==> config.mk <==
export PLATFORM = sky130hd
export DESIGN_NAME = ieeedrv_rom_arbiter_flat
export DESIGN_NICKNAME = d
export VERILOG_FILES = /design/src/rtl/ieeedrv_rom_arbiter_if.sv /design/src/rtl/ieeedrv_rom_arbiter.sv /design/src/flat_wrapper.sv
export SDC_FILE = /design/constraint.sdc
export NUM_CORES = 1
export LEC_CHECK = 0
export ABC_CLOCK_PERIOD_IN_PS = 4300
export CORE_MARGIN = 10
export CORE_UTILIZATION = 30
export CTS_CLUSTER_DIAMETER = 80
export DETAILED_ROUTE_END_ITERATION = 8
export PLACE_DENSITY = 0.52
export SLEW_MARGIN = 10
export SYNTH_ARGS = -nofsm -noshare
export SYNTH_HDL_FRONTEND = slang
export SYNTH_SLANG_ARGS = --single-unit
==> constraint.sdc <==
create_clock -name clk_sys -period 4.3 [get_ports clk_sys]
set_input_delay 0.645 -clock clk_sys [delete_from_list [all_inputs] [get_ports clk_sys]]
set_output_delay 0.645 -clock clk_sys [all_outputs]
set_load 0.01 [all_outputs]
==> src/rtl/ieeedrv_rom_arbiter_if.sv <==
// Shared ROM read port: the arbiter drives it (master), the ROM image bank answers (slave).
interface ieeedrv_rom_arbiter_if #(
    parameter int AW = 14,
    parameter int DW = 8,
    parameter int TW = 1
);
    logic [AW-1:0] rom_addr;
    logic [TW-1:0] rom_type;
    logic          rom_en;
    logic [DW-1:0] rom_q;

    modport master (output rom_addr, output rom_type, output rom_en, input rom_q);
    modport slave  (input rom_addr, input rom_type, input rom_en, output rom_q);
endinterface

==> src/rtl/ieeedrv_rom_arbiter.sv <==
// Time-slot arbiter sharing one synchronous ROM port between NDRV drive CPUs.
// Optional IEEEDRV_ROMARB_SKIP_EN: channels whose address/type repeat their last fetch skip the ROM read.
//
//   state | meaning
//   IDLE  | waiting for ph2; pipeline empty
//   ISSUE | one snapshot channel per cycle onto the ROM port
//   DRAIN | waiting for the last tag to emerge; done pulses on its capture
module ieeedrv_rom_arbiter #(
    parameter int NDRV = 4,
    parameter int AW   = 14,
    parameter int DW   = 8,
    parameter int TW   = 1,
    parameter int RLAT = 1
) (
    input  logic                  clk_sys,
    input  logic                  reset_n,
    input  logic                  ph2,
    input  logic [AW-1:0]         drv_addr [NDRV],
    input  logic [TW-1:0]         drv_type [NDRV],
    output logic [DW-1:0]         drv_data [NDRV],
    output logic [NDRV-1:0]       drv_valid,
    ieeedrv_rom_arbiter_if.master rom,
    output logic                  busy,
    output logic                  done,
    output logic                  overrun
);
    localparam int SW   = $clog2(NDRV) + 1;
    localparam int TAGW = (NDRV > 1) ? $clog2(NDRV) : 1;
    localparam logic [SW-1:0]   LAST_SLOT = SW'(NDRV - 1);
    localparam logic [TAGW-1:0] LAST_TAG  = TAGW'(NDRV - 1);

    typedef enum logic [1:0] {IDLE, ISSUE, DRAIN} state_t;

    state_t          state;
    logic [SW-1:0]   slot;
    logic [TAGW-1:0] slot_idx;
    logic [AW-1:0]   snap_addr [NDRV];
    logic [TW-1:0]   snap_type [NDRV];

    // Stage 0 lines up with rom_addr/rom_en, stage RLAT with valid rom_q.
    logic            tag_v    [RLAT+1];
    logic [TAGW-1:0] tag_id   [RLAT+1];
    logic            tag_skip [RLAT+1];

    logic            issue_skip;
    logic            cap_last;

    assign slot_idx = slot[TAGW-1:0];
    assign cap_last = tag_v[RLAT] && (tag_id[RLAT] == LAST_TAG);

`ifdef IEEEDRV_ROMARB_SKIP_EN
    logic [AW-1:0]   hist_addr [NDRV];
    logic [TW-1:0]   hist_type [NDRV];
    logic [NDRV-1:0] hist_v;

    assign issue_skip = hist_v[slot_idx]
                     && (hist_addr[slot_idx] == snap_addr[slot_idx])
                     && (hist_type[slot_idx] == snap_type[slot_idx]);

    always_ff @(posedge clk_sys or negedge reset_n) begin
        if (!reset_n) begin
            hist_v <= '0;
            for (int i = 0; i < NDRV; i++) begin
                hist_addr[i] <= '0;
                hist_type[i] <= '0;
            end
        end else if (tag_v[RLAT] && !tag_skip[RLAT]) begin
            hist_addr[tag_id[RLAT]] <= snap_addr[tag_id[RLAT]];
            hist_type[tag_id[RLAT]] <= snap_type[tag_id[RLAT]];
            hist_v[tag_id[RLAT]]    <= 1'b1;
        end
    end
`else
    assign issue_skip = 1'b0;
`endif

    always_ff @(posedge clk_sys or negedge reset_n) begin
        if (!reset_n) begin
            state        <= IDLE;
            slot         <= '0;
            busy         <= 1'b0;
            done         <= 1'b0;
            overrun      <= 1'b0;
            drv_valid    <= '0;
            rom.rom_addr <= '0;
            rom.rom_type <= '0;
            rom.rom_en   <= 1'b0;
            for (int i = 0; i < NDRV; i++) begin
                drv_data[i]  <= '0;
                snap_addr[i] <= '0;
                snap_type[i] <= '0;
            end
            for (int j = 0; j <= RLAT; j++) begin
                tag_v[j]    <= 1'b0;
                tag_id[j]   <= '0;
                tag_skip[j] <= 1'b0;
            end
        end else begin
            done       <= 1'b0;
            rom.rom_en <= 1'b0;
            tag_v[0]   <= 1'b0;
            for (int j = 1; j <= RLAT; j++) begin
                tag_v[j]    <= tag_v[j-1];
                tag_id[j]   <= tag_id[j-1];
                tag_skip[j] <= tag_skip[j-1];
            end

            // A strobe landing on the done cycle is still too late for a clean sweep.
            if (ph2 && (state != IDLE || done))
                overrun <= 1'b1;

            if (tag_v[RLAT]) begin
                drv_valid[tag_id[RLAT]] <= 1'b1;
                if (!tag_skip[RLAT])
                    drv_data[tag_id[RLAT]] <= rom.rom_q;
            end

            case (state)
                IDLE: begin
                    if (ph2 && !done) begin
                        for (int i = 0; i < NDRV; i++) begin
                            snap_addr[i] <= drv_addr[i];
                            snap_type[i] <= drv_type[i];
                        end
                        drv_valid <= '0;
                        busy      <= 1'b1;
                        slot      <= '0;
                        state     <= ISSUE;
                    end
                end
                ISSUE: begin
                    rom.rom_addr <= snap_addr[slot_idx];
                    rom.rom_type <= snap_type[slot_idx];
                    rom.rom_en   <= !issue_skip;
                    tag_v[0]     <= 1'b1;
                    tag_id[0]    <= slot_idx;
                    tag_skip[0]  <= issue_skip;
                    slot         <= slot + 1'b1;
                    if (slot == LAST_SLOT)
                        state <= DRAIN;
                end
                DRAIN: begin
                    if (cap_last) begin
                        done  <= 1'b1;
                        busy  <= 1'b0;
                        state <= IDLE;
                    end
                end
                default: state <= IDLE;
            endcase
        end
    end
endmodule

==> src/flat_wrapper.sv <==
// flat-port wrapper written by rule: the top's interface ports become plain ports
module ieeedrv_rom_arbiter_flat 
#(
    parameter int NDRV = 4,
    parameter int AW   = 14,
    parameter int DW   = 8,
    parameter int TW   = 1,
    parameter int RLAT = 1
)
  (clk_sys, reset_n, ph2, drv_addr, drv_type, drv_data, drv_valid, busy, done, overrun, rom_rom_addr, rom_rom_type, rom_rom_en, rom_rom_q);
  ieeedrv_rom_arbiter_if #(.AW(AW), .DW(DW), .TW(TW)) rom_i ();
  input  logic clk_sys;
  input  logic reset_n;
  input  logic ph2;
  input  logic [AW-1:0] drv_addr[NDRV];
  input  logic [TW-1:0] drv_type[NDRV];
  output logic [DW-1:0] drv_data[NDRV];
  output logic [NDRV-1:0] drv_valid;
  output logic busy;
  output logic done;
  output logic overrun;
  output wire logic [$bits(rom_i.rom_addr)-1:0] rom_rom_addr;
  output wire logic [$bits(rom_i.rom_type)-1:0] rom_rom_type;
  output wire logic [$bits(rom_i.rom_en)-1:0] rom_rom_en;
  input wire logic [$bits(rom_i.rom_q)-1:0] rom_rom_q;
  assign rom_rom_addr = rom_i.rom_addr;
  assign rom_rom_type = rom_i.rom_type;
  assign rom_rom_en = rom_i.rom_en;
  assign rom_i.rom_q = rom_rom_q;
  ieeedrv_rom_arbiter #(.NDRV(NDRV), .AW(AW), .DW(DW), .TW(TW), .RLAT(RLAT)) u_core (.clk_sys(clk_sys), .reset_n(reset_n), .ph2(ph2), .drv_addr(drv_addr), .drv_type(drv_type), .drv_data(drv_data), .drv_valid(drv_valid), .rom(rom_i), .busy(busy), .done(done), .overrun(overrun));
endmodule
==> results of run 1 <==
[critical path, delay by kind of cell, from the launching register on]
kind	cells	cell delay (ns)
simple gates	2	1.53
flops	1	0.36
buf+inv	1	0.28
compound gates	1	0.23
[area by class of cell]
class / instances / share of cell area, %
Multi-Input combinational cell: 187 / 25.5
Inverter: 7 / 0.369
Clock buffer: 24 / 6.91
Sequential cell: 125 / 44.0
Tap cell: 220 / 3.87
Clock inverter: 7 / 1.55
Timing Repair Buffer: 126 / 17.8
[metrics by stage]
step	setup WS [ns]	util [%]	hold slack (ns)	total power [uW]	instance area [um2]
4_1_cts	1.65	42.8	0.350	5860	7120
6_report	1.73	42.8	0.317	5750	7120
3_3_place_gp	1.73	39.2	0.361	4320	6520
2_1_floorplan	2.73	-	0.349	3480	5120
5_1_grt	1.41	42.8	0.378	6140	7120
3_5_place_dp	1.65	39.2	0.362	4370	6520
[worst min-delay path by stage]
stage	start	endpoint	slack (ns)	cells after the start
6_report	reset_n	u_core.overrun$_DFFE_PN0P_	0.32	1
5_1_grt	reset_n	u_core.drv_data[12]$_DFFE_PN0P_	0.38	1
2_1_floorplan	reset_n	u_core.busy$_DFFE_PN0P_	0.35	0
3_5_place_dp	u_core.tag_id[3]$_DFFE_PN0P_	u_core.tag_id[1]$_DFF_PN0_	0.36	0
3_3_place_gp	u_core.tag_id[2]$_DFFE_PN0P_	u_core.tag_id[0]$_DFF_PN0_	0.36	0
4_1_cts	reset_n	u_core.overrun$_DFFE_PN0P_	0.35	1
[cells by family (layout without fill, tap and decap cells)]
group	Yosys count	count (layout)	synth area share [%]
adders and majority gates	2	2	0.489
DFF	125	125	61.1
AOI/OAI and AO/OA	25	25	3.69
and+or+nand+nor	38	38	3.49
buffers and inverters	25	164	3.47
muxes	122	122	27.8
[power groups by stage]
stage	sequential, uW	clock (uW)	combinational, uW
floorplan	2160	0	1320
global placement	2180	0	2140
detailed placement	2190	0	2180
CTS	2180	1490	2190
global route	2250	1550	2330
finish	2170	1450	2130
[metal layers]
layer	wire (um)	share of wire, %	GRT usage, %	vias to the layer above
met3	1310	11	5.79	15
met2	5400	44	16.5	115
met5	0	0	0	-
met1	5480	44	13.8	1560
met4	169	1.4	4.19	0
li1	-	-	-	1458
[layout by cell type (no fill, tap or decap), types with 3 or more instances in the layout]
master,instances
bufinv_16,3
o21ai_0,4
clkbuf_8,4
o221ai_1,15
clkbuf_1,3
mux2_4,23
clkinv_2,4
nand2_1,26
clkdlybuf4s50_1,124
a21oi_1,3
mux2_2,69
inv_1,7
clkbuf_16,17
mux2i_1,30
dfrtp_1,124
[sequential cells by signal (all words and copies together) (netlist names)]
name	flops
u_core.snap_addr	56
u_core.drv_data	32
u_core.rom.rom_addr	14
u_core.drv_valid	4
u_core.snap_type	4
u_core.tag_id	4
u_core.slot	3
u_core.state	2
u_core.busy	1
u_core.done	1
u_core.overrun	1
u_core.rom.rom_en	1
u_core.rom.rom_type	1
u_core.tag_v	1
==> summary.txt, run 1 <==
status = complete, no violations
type of the worst setup path = reg -> reg
num rows = 47
drt total wl = 12.4 mm
Netlist cell types = 27
antenna viol nets, final = 0
post-DR wirelength/cell = 17.8 um
mapped cell area = 5120 um2
synth top area cells = dfrtp_1, mux2_2, mux2_4
R2R cell count = 4
1st-iter DRT viols = 86
die area = 22700 um2
startpoint types = flip-flop
Syn Nets = 410
reg-to-reg endpoint = u_core.rom.rom_addr[12]$_DFFE_PN0P_
first-pass detailed-route iteration total = 4
critical path arrival = 2.81 ns
antenna diode count = 0
Synthesis Warnings = 0
Top FF cell, synth = dfrtp_1
number of H-tree levels = 4
Fin Setup TNS = 0 ns
pwr dens = 808 nW/um2
crit-path max FO = 23
Pins Over Slew Limit = 0
Layout area overhead = 39.0%
register area = 3130 um2
most common cell in the netlist = dfrtp_1
FFs w/ async S/R, synth = 100%
total grt overflow = 0
fillers = 1511
routed vias = 3148
Avg Cell Area, Syn = 15.2 um2
layout cell share with drive strength beyond 1 = 26.5%
first-pass GRT wire length = 19.7 mm
largest net degree at the start of global routing = 68
Post-synth EDFFs = 0
post-cts resize count = 0
DP HPWL = 8.50 mm
reg2reg start = u_core.state[1]$_DFFE_PN0P_
maxcap violations = 0
area of the multi-input gates = 1820 um2
slew margin rel. = 28.9%
Setup crit end = u_core.rom.rom_addr[12]$_DFFE_PN0P_
CP dominant cell by count = nand2b_1
CTS root buffer = clkbuf_16
skew final = 0.00662 ns
placed cell count = 665
Slowest cell on crit path = nand2b_1
critical path startpoint = u_core.state[1]$_DFFE_PN0P_
number of global-route vias before repair = 3577
clk slew on worst S/H paths = 0.05 ns
Sw Pwr = 1730 uW
min cycle time layout = 2.57 ns
sw frac = 30.0%
Synth area leader = dfrtp_1
num ports = 126
Post-synth top cells = dfrtp_1, mux2_2, mux2i_1
Yosys top cell area share = 61.1%
Crit path largest cell delay = 0.83 ns
die width = 151 um
drc violations = 0
Cell Int Power = 4020 uW
clock group share of total power = 25.2%
Routability Congestion = 0.722
critical-path cell list = nand2b_1 -> inv_1 -> nand2b_1 -> o221ai_1
Vias/cell = 4.52
Least-Margin Pin Slew = 1.07 ns
Reg power frac = 37.7%
Core ar. = 16600 um2
final std cells w/o fill = 696
Hold Fails Final Rpt = 0
Initial Utilization = 30.8%
WP data required = 4.54 ns
Hold Buf Count CTS = 0
I/O Buffers = 125
Final nets = 537
postcts setup bufs = 0
sequential fraction of the synthesis area = 61.1%
Die Height = 151 um
min-delay worst type = in -> async
VDD IR-drop max = 0.000338 V
initial antenna violation count = 0
Pleak = 0.00303 uW
Setup crit end kind = flip-flop
highest clock rate = 390 MHz
latest clock arrival within the worst-skew pair = 0.41 ns
Final Cycle Share = 59.7%
Sink Count = 125
clock tree buffer depth = 2
synthesized instance count = 337
Logic pwr share = 37.1%
Final setup viols = 0
GRT Resource Usage Total = 11.3%
Num CTS Buffers = 17
RSZ-0062 raised after global routing = false
R2R Setup Slk = 1.73 ns
CTS tree = yes
#FFs+latches synth = 125
(Power assumes the default switching activity.)
==> inputs of run 2 (changes only) <==
--- a/config.mk
+++ b/config.mk
@@ -5,12 +5,12 @@
 export SDC_FILE = /design/constraint.sdc
 export NUM_CORES = 1
 export LEC_CHECK = 0
-export ABC_CLOCK_PERIOD_IN_PS = 4300
+export ABC_CLOCK_PERIOD_IN_PS = 2200
 export CORE_MARGIN = 10
 export CORE_UTILIZATION = 30
 export CTS_CLUSTER_DIAMETER = 80
 export DETAILED_ROUTE_END_ITERATION = 8
-export PLACE_DENSITY = 0.52
+export PLACE_DENSITY = 0.54
 export SLEW_MARGIN = 10
 export SYNTH_ARGS = -nofsm -noshare
 export SYNTH_HDL_FRONTEND = slang
==> constraint.sdc (replaced) <==
create_clock -name clk_sys -period 2.2 [get_ports clk_sys]
set_input_delay 0.33 -clock clk_sys [delete_from_list [all_inputs] [get_ports clk_sys]]
set_output_delay 0.33 -clock clk_sys [all_outputs]
set_load 0.01 [all_outputs]
==> run 2 against run 1 <==
Clock skew rose by 0.0012 ns. Die area unchanged. Cell count grew 1.4%. First-iteration DRC count rose by 66%. Non-clock buffer count rose by 10. Routed wire length up 2.1%. Register-to-register slack got worse by 1.2 ns. Critical endpoint is now done. Largest power group is now combinational logic.
==> summary.txt, run 2 (synthesized netlist as in run 1, its figures left out) <==
maxcap violations = 0
GRT Resource Usage Total = 11.6%
status = complete, no violations
Final nets = 547
num ports = 126
met3 GRT Util = 5.04%
Die Height = 151 um
CTS tree = yes
Top delay family on crit path = buffers and inverters
reg2reg start = u_core.state[1]$_DFFE_PN0P_
post-DR wirelength/cell = 17.9 um
RSZ-0062 raised after global routing = false
Hold Fails Final Rpt = 0
Fin Setup TNS = 0 ns
startpoint types = flip-flop
latest clock arrival within the worst-skew pair = 0.41 ns
critical path arrival = 1.37 ns
clock group share of total power = 23.3%
most frequent cells in the layout = clkdlybuf4s50_1, dfrtp_1, mux2_2, mux2i_1, nand2_1
gr busiest metal = met2
Crit path largest cell delay = 0.60 ns
first-pass GRT wire length = 20.1 mm
die area = 22700 um2
routed vias = 3190
met1 usage = 14.6%
Slowest cell on crit path = clkdlybuf4s50_1
Sw Pwr = 3460 uW
min-delay worst type = reg -> reg
DP HPWL = 8.97 mm
total grt overflow = 0
critical path startpoint = u_core.done$_DFF_PN0_
Routability Congestion = 0.756
Sink Count = 125
Design Power = 11200 uW
pwr dens = 1560 nW/um2
Pleak = 0.00306 uW
Initial Utilization = 30.8%
slew margin rel. = 50.3%
Pins Over Slew Limit = 0
antenna viol nets, final = 0
Reg with most FFs = u_core.snap_addr
Logic pwr share = 39.8%
Final Cycle Share = 77.2%
clk slew on worst S/H paths = 0.05 ns
max FFs per register = 56
Layout area overhead = 40.3%
highest clock rate = 589 MHz
Hold Path Origin = u_core.tag_id[2]$_DFFE_PN0P_
Setup crit end kind = primary output
type of the worst setup path = reg -> out
Cell Int Power = 7740 uW
met2 GRT Util = 17.1%
final std cells w/o fill = 706
largest net degree at the start of global routing = 49
number of H-tree levels = 4
fillers = 1509
Num CTS Buffers = 17
Least-Margin Pin Slew = 0.744 ns
WP data required = 1.87 ns
Largest regs = u_core.snap_addr (56), u_core.drv_data (32), u_core.rom.rom_addr (14)
drc violations = 0
Buf/Inv on CP = 1
VDD IR-drop max = 0.000653 V
antenna diode count = 0
layout cell share with drive strength beyond 1 = 27.8%
initial antenna violation count = 0
Vias/cell = 4.52
die width = 151 um
Final setup viols = 0
Core ar. = 16600 um2
sw frac = 30.9%
critical-path cell list = clkdlybuf4s50_1
hold slack = 0.372 ns
number of global-route vias before repair = 3628
placed cell count = 674
first-pass detailed-route iteration total = 4
skew final = 0.00780 ns
1st-iter DRT viols = 143
Reg power frac = 36.9%
clock tree buffer depth = 2
I/O Buffers = 125
CTS root buffer = clkbuf_16
drt total wl = 12.6 mm
min cycle time layout = 1.70 ns
fin util = 43.2%
post-cts resize count = 0
crit-path max FO = 2
num rows = 47
-- run 2: routing by layer --
metal | share of wire (%) | routed length, um
met5 | 0 | 0
met3 | 8.5 | 1070
met2 | 44 | 5570
met1 | 46 | 5830
met4 | 1.2 | 148
-- run 2: layout make-up --
| type | count | area [um2] | share of cell area [%] |
|---|---|---|---|
| Sequential cell | 125 | 3130 | 43.5 |
| Multi-Input combinational cell | 187 | 1820 | 25.3 |
| Timing Repair Buffer | 136 | 1380 | 19.3 |
| Clock buffer | 24 | 492 | 6.84 |
| Tap cell | 220 | 275 | 3.83 |
| Clock inverter | 7 | 62.6 | 0.870 |
| Inverter | 7 | 26.3 | 0.366 |
-- run 2: through the flow --
stage / area [um2] / setup slack (ns)
6_report: 7190 / 0.501
4_1_cts: 7190 / 0.461
2_1_floorplan: 5120 / 0.690
5_1_grt: 7190 / 0.330
3_3_place_gp: 6620 / 0.381
3_5_place_dp: 6620 / 0.353
-- run 2: power groups by stage --
| stage | registers [uW] | clock network (uW) | logic [uW] |
|---|---|---|---|
| after CTS | 4140 | 2690 | 4560 |
| after floorplan | 4210 | 0 | 2590 |
| final | 4130 | 2610 | 4450 |
| after global routing | 4290 | 2780 | 4850 |
| after detailed placement | 4160 | 0 | 4550 |
| after global placement | 4150 | 0 | 4430 |
-- run 2: path summary, 6_finish.rpt --
path | end | slack (ns) | cells past startpoint
max | done | 0.50 | 1
min | u_core.tag_id[0]$_DFF_PN0_ | 0.37 | 0
max reg2reg | u_core.rom.rom_addr[3]$_DFFE_PN0P_ | 0.51 | 4
min reg2reg | u_core.tag_id[0]$_DFF_PN0_ | 0.37 | 0
max in group asynchronous | u_core.rom.rom_addr[0]$_DFFE_PN0P_ | 1.13 | 3
min in group asynchronous | u_core.drv_data[7]$_DFFE_PN0P_ | 0.44 | 2
-- run 2: what timing repair did --
action,in CTS,in global routing
buffers inserted,0,0
hold endpoints to repair,34,0
endpoints found under the setup margin,0,0
hold buffers,1,0
